[config.mk]
export PLATFORM = sky130hd
export DESIGN_NAME = processing_element_ws
export DESIGN_NICKNAME = d
export VERILOG_FILES = /design/src/rtl/processing_element_ws.sv
export SDC_FILE = /design/constraint.sdc
export NUM_CORES = 1
export LEC_CHECK = 0
export CAP_MARGIN = 20
export CELL_PAD_IN_SITES_DETAIL_PLACEMENT = 1
export CELL_PAD_IN_SITES_GLOBAL_PLACEMENT = 1
export CORE_MARGIN = 8
export CORE_UTILIZATION = 26
export CTS_CLUSTER_SIZE = 16
export DETAILED_ROUTE_END_ITERATION = 8
export PLACE_DENSITY_LB_ADDON = 0.15
export SYNTH_ARGS = -nofsm -noshare
export SYNTH_HDL_FRONTEND = slang
export SYNTH_SLANG_ARGS = --single-unit
[constraint.sdc]
create_clock -name clk -period 12.35 [get_ports clk]
set_input_delay 1.8525 -clock clk [delete_from_list [all_inputs] [get_ports clk]]
set_output_delay 1.8525 -clock clk [all_outputs]
set_load 0.01 [all_outputs]
[src/rtl/processing_element_ws.sv]
`default_nettype none
// ============================================================================
// Module   : processing_element_ws
// Brief    : Weight-stationary multiply-accumulate PE for a systolic array.
//            Optional macro PE_SIGNED_EN selects two's-complement operands.
// Revision : 1.0 - initial release
// ============================================================================
module processing_element_ws #(
  parameter int WORD_WIDTH = 8
) (
  input  logic                    clk,
  input  logic                    reset_n,
  input  logic [1:0]              control,
  input  logic [WORD_WIDTH-1:0]   a_in,
  input  logic [4*WORD_WIDTH-1:0] d_in,
  output logic [1:0]              control_out,
  output logic [WORD_WIDTH-1:0]   a_out,
  output logic [4*WORD_WIDTH-1:0] d_out
);

  localparam int ACC_WIDTH  = 4 * WORD_WIDTH;
  localparam int PROD_WIDTH = 2 * WORD_WIDTH;

  localparam logic [1:0] c_OP_LOAD    = 2'b01;
  localparam logic [1:0] c_OP_COMPUTE = 2'b10;

`ifdef PE_SIGNED_EN
  localparam logic c_SIGNED = 1'b1;
`else
  localparam logic c_SIGNED = 1'b0;
`endif

  logic [WORD_WIDTH-1:0] r_weight;
  logic [WORD_WIDTH-1:0] r_a_out;
  logic [ACC_WIDTH-1:0]  r_d_out;
  logic [1:0]            r_control_out;

  logic                  w_a_sign;
  logic                  w_w_sign;
  logic                  w_p_sign;
  logic [PROD_WIDTH-1:0] w_a_ext;
  logic [PROD_WIDTH-1:0] w_w_ext;
  logic [PROD_WIDTH-1:0] w_product;
  logic [ACC_WIDTH-1:0]  w_product_ext;
  logic [ACC_WIDTH-1:0]  w_weight_ext;
  logic [ACC_WIDTH-1:0]  w_mac;

  // Operands are extended to the product width first; the low 2N bits of
  // that product are the exact N x N result in either signedness.
  assign w_a_sign  = c_SIGNED & a_in[WORD_WIDTH-1];
  assign w_w_sign  = c_SIGNED & r_weight[WORD_WIDTH-1];
  assign w_a_ext   = {{WORD_WIDTH{w_a_sign}}, a_in};
  assign w_w_ext   = {{WORD_WIDTH{w_w_sign}}, r_weight};
  assign w_product = w_a_ext * w_w_ext;

  assign w_p_sign      = c_SIGNED & w_product[PROD_WIDTH-1];
  assign w_product_ext = {{(ACC_WIDTH-PROD_WIDTH){w_p_sign}}, w_product};
  assign w_weight_ext  = {{(ACC_WIDTH-WORD_WIDTH){w_w_sign}}, r_weight};
  assign w_mac         = d_in + w_product_ext;

  always_ff @(posedge clk or negedge reset_n) begin
    if (!reset_n) begin
      r_weight      <= '0;
      r_a_out       <= '0;
      r_d_out       <= '0;
      r_control_out <= 2'b00;
    end else begin
      r_control_out <= control;
      case (control)
        c_OP_LOAD: begin
          // Previous weight moves down the column as the new one is captured.
          r_weight <= d_in[WORD_WIDTH-1:0];
          r_d_out  <= w_weight_ext;
        end
        c_OP_COMPUTE: begin
          r_d_out <= w_mac;
          r_a_out <= a_in;
        end
        default: begin
          // Idle and reserved codes hold all state.
        end
      endcase
    end
  end

  assign control_out = r_control_out;
  assign a_out       = r_a_out;
  assign d_out       = r_d_out;

endmodule
`default_nettype wire

Yosys cells after proc, flatten, opt, wreduce, memory -nomap -nowiden
Cells that the tools add are included.
W data, S select, Z words.
- register bits after elaboration: 50
- bits of input ports: 44
- output and inout port bits: 42
- logic and storage cells: 10
- $add $sub $neg: 1
- $mul: 1
- eq/ne operators: 2
- mux-type cells: 1
- reduce and logical (&&, ||, !) cells: 1
- operators by type and width (operator ; number):
    $pmux W32 S2 ; 1
    $add A32 B16 Y32 ; 1
    $mul A8 B8 Y16 ; 1
    $eq A2 B1 Y1 const B ; 1
    $eq A2 B2 Y1 const B ; 1
    $reduce_bool A2 Y1 ; 1

Longest topological paths before layout
- depth after elaboration: 3
- gate-level depth with buffers: 18
- mapped depth without buffers: 17

Least setup slack after synthesis
Ideal clock, no wire load.
- kind: input to register
- start point: in a_in[5]
- end point: reg r_d_out[19], in the netlist d_out[19]
- library setup time: 0.126 ns
- arrival: 5.982 ns
- data required time: 12.224 ns
- path slack: 6.242 ns
- stages: 16
- buffers on the path: 2
- path through: clkbuf_1 and2_1 fa_1 fa_1 fa_1 inv_1 fa_1 inv_1 ha_1 buf_2 a211o_1 a21oi_4 nand4_2 a31oi_4 nor4_1 a311o_1
- cells in the longest elaborated chain, start to end: 3
- ends and longest elaborated chain (what ; RTL line ; RTL):
    start: declaration ; 14 ; input logic [WORD_WIDTH-1:0] a_in,
    $mul A8 B8 Y16 ; 54 ; assign w_product = w_a_ext * w_w_ext;
    $add A32 B16 Y32 ; 59 ; assign w_mac = d_in + w_product_ext;
    $pmux W32 S2 ; 69 ; case (control)
    end signal: assignment ; 73 ; r_d_out <= w_weight_ext;
    end signal: assignment ; 76 ; r_d_out <= w_mac;
    end: declaration ; 35 ; logic [ACC_WIDTH-1:0] r_d_out;
No other way between the ends.
A chain may end at the register's enable or synchronous reset.

Final worst setup path
- start point: in a_in[3]
- end point: reg r_d_out[19], in the netlist d_out[19]
The elaborated chain is that of the path after synthesis.

==> out/results.tsv <==
stage	metric	value	unit
outcome	outcome	completed	
worst_setup_path	crit start category	input port	
synthesis	syn_nets	681	
die	Die H	155	µm
placed_design	placed insts	877	
global_routing	first-pass GRT wire length	25.0	mm
synthesis	Async SR Flop Fraction	100	%
clock_network	CTS Buf Count	5	
drt	via/cell ratio	4.55	
drt	Routed wire per std cell	16.8	µm
global_routing	vias in the first global route	4611	
sta	endpoints failing hold	0	
hold_path	Hold Crit Class	reg2reg	
pwr	power consumption	0.00138	W
layout	post-synthesis to final-layout area growth	25.7	%
clock_network	Post-CTS Setup Bufs	0	
die	Rows	51	
sta	Slew Limit Headroom	34.9	%
clock_network	CTS Hold Buffers Added	0	
sta	final number of setup-violating endpoints	0	
die	Initial Utilization	26.2	%
sta	fmax	0.151	GHz
global_routing	Total GRT Usage	13.0	%
drt	Remaining DRCs	0	
synthesis	total of warnings raised by yosys	0	
layout	# nets final	756	
placed_design	HPWL after DPL	11.8	mm
clock_network	H-tree Lvls	2	
die	Die X	155	µm
synthesis	synth unique cells	55	
global_routing	GRT Residual Overflow	0	
synthesis	sequential share of the synthesized area	24.8	%
drt	routed via count	4029	
worst_setup_path	worst path required time	12.54	ns
clock_network	TritonCTS clock tree	built	
clock_network	post-cts sizing count	0	
sta	crit share post-route	53.8	%
die	die area	0.0242	mm²
layout	layout cells sized above 1	6.29	%
synthesis	Syn Area/Cell	9.29	µm²
global_routing	initial antenna violation count	0	
synthesis	dominant synthesized flop cell	dfrtp_1	
placed_design	PortBufs	85	
clock_network	Bufs on Longest Clock Path	2	
layout	diode count	0	
global_routing	largest net degree at the start of global routing	51	
pwr	worst vdd ir	0.130	mV
drt	router iterations before antenna repair	4	
sta	setup_tns	0	ns
placed_design	GPL Wtd Cong	0.769	
pwr	leakage	2.99	nW
synthesis	Post-synth EDFFs	0	
pwr	PwrDens	217	mW/mm²
die	I/O pin cnt	86	
sta	Tmin final	6.64	ns
worst_setup_path	CP Class	in2reg	
drt	Routed Antenna Nets	0	
drt	DRT iter0 DRCs	114	
clock_network	Clk Tree Root Cell	clkbuf_16	
die	Core ar.	0.0193	mm²
synthesis	synthesized instance count	544	
synthesis	Yosys reg bits	50	
sta	unrepaired setup endpoints after global routing	false	
worst_setup_path	data arrival time of the critical path	6.83	ns
clock_network	Clock Pin Slew Worst Setup and Hold Paths	0.08	ns
worst_setup_path	Crit Path Max Fanout	10	
sta	Pins Over Slew Limit	0	
synthesis	synthesized cell area	0.00505	mm²
clock_network	Clock Sink Count	50	
sta	Max Clock Skew	0.0103	ns
layout	Post-Layout Cell Count	885	
worst_setup_path	Worst setup EP type	flip-flop	
sta	worst slew pin tran	0.973	ns
drt	drt total wl	14.9	mm
clock_network	Clock Latency Late Sink	0.31	ns
flow_run	max-cap violations	0	
==> path summary, 6_finish.rpt <==
kind,startpoint,end,slack (ns),depth (start not counted)
worst max-delay path,a_in[3],d_out[19],5.71,15
worst min-delay path,d_out[21],d_out[21],0.50,2
worst max register to register,r_weight[5],d_out[19],7.38,14
worst min register to register,d_out[21],d_out[21],0.50,2
max in group asynchronous,reset_n,d_out[15],10.20,2
min in group asynchronous,reset_n,a_out[1],1.68,2
==> cell families after synthesis <==
| kind of cell | share of synthesized area [%] |
|---|---|
| AO/OA/AOI/OAI | 12.4 |
| XOR/XNOR | 2.77 |
| adder cells (fa/ha/maj) | 30.4 |
| buffers and inverters | 9.48 |
| flip-flops | 24.8 |
| multiplexers | 4.36 |
| AND/OR/NAND/NOR | 15.8 |
==> layout make-up <==
type                       instances  area (µm²)
sequential                        50        1250
timing repair buffer              89         876
clock inverter                     3        48.8
fill                            2243       12900
clock buffer                       5         125
inverter                         106         398
multi-input combinational        367        3320
tap                              265         332
==> state kept, by name (all words and copies together), names as in the netlist <==
register,flops
d_out,32
control_out,2
a_out,8
r_weight,8
==> synth_stat cells, types with 5 or more instances <==
cell	number	area share, %
a21oi_1	9	0.89
inv_1	105	7.8
o311ai_1	6	1.0
nor2_1	5	0.37
nor3_1	7	0.69
mux2_2	16	3.6
xnor2_1	5	0.87
o211ai_1	6	0.89
nand3_1	9	0.89
and2_1	38	4.7
xor2_1	11	1.9
dfrtp_1	50	25
o21ai_0	19	1.9
nand2_1	67	5.0
fa_1	50	20
ha_1	43	11
and3_1	6	0.74
clkbuf_1	18	1.3
a21o_1	8	1.2
==> worst max-delay path: stages <==
cell             delay [ns]
clkdlybuf4s50_1        0.62
and2_1                 0.29
fa_1                   0.52
fa_1                   0.53
fa_1                   0.55
inv_1                  0.06
fa_1                   0.54
inv_1                  0.04
ha_1                   0.38
a211o_1                0.33
a21oi_4                0.21
nand4_2                0.17
a31oi_4                0.34
nor4_1                 0.08
a311o_1                0.31
==> power by group <==
| part | internal [W] | leakage, nW | switching (W) |
|---|---|---|---|
| combinational | 0.000412 | 2.28 | 0.000565 |
| clock | 0.0000975 | 0.0819 | 0.0000759 |
| sequential | 0.000196 | 0.629 | 0.0000307 |
| total | 0.000705 | 2.99 | 0.000671 |
==> layout by cell type, fill, tap and decap left out, types with 3 or more instances in the layout <==
cell type,synthesis,routed
nor2_1,5,5
o21ai_1,3,3
clkdlybuf4s50_1,0,84
a21oi_1,9,9
nand2_1,67,67
o211ai_1,6,6
mux2i_1,4,4
xor2_1,11,11
ha_1,43,43
and2_1,38,38
dfrtp_1,50,50
clkbuf_16,0,5
a21o_1,8,8
o31ai_1,3,3
nor3_1,7,7
o311ai_1,6,6
o21ai_0,19,19
and4_1,4,4
nand3_1,9,9
mux2_2,16,16
nor2b_1,4,4
nand4_1,4,4
and3_1,6,6
inv_1,105,105
buf_4,0,4
a211oi_1,3,3
a32oi_1,4,4
fa_1,50,50
xnor2_1,5,5
==> per-stage QoR <==
stage	cell area [µm²]	hold slack, ns	setup slack, ns	util [%]
after floorplan	5050	0.516	6.24	-
after global placement	6180	0.474	5.47	32.1
after detailed placement	6180	0.481	5.43	32.1
after CTS	6350	0.501	5.71	33.0
after global routing	6350	0.523	5.42	33.0
final	6350	0.496	5.71	33.0
==> routing by layer <==
layer  vias up  GRT usage (%)  part of all wire [%]
met3        11           3.25                   4.2
met5         -              0                     0
li1       1924              -                     -
met4         0           1.94                  0.72
met2        65           22.4                    50
met1      2029           16.4                    45
Note: power is estimated with default switching activity, not from simulation.
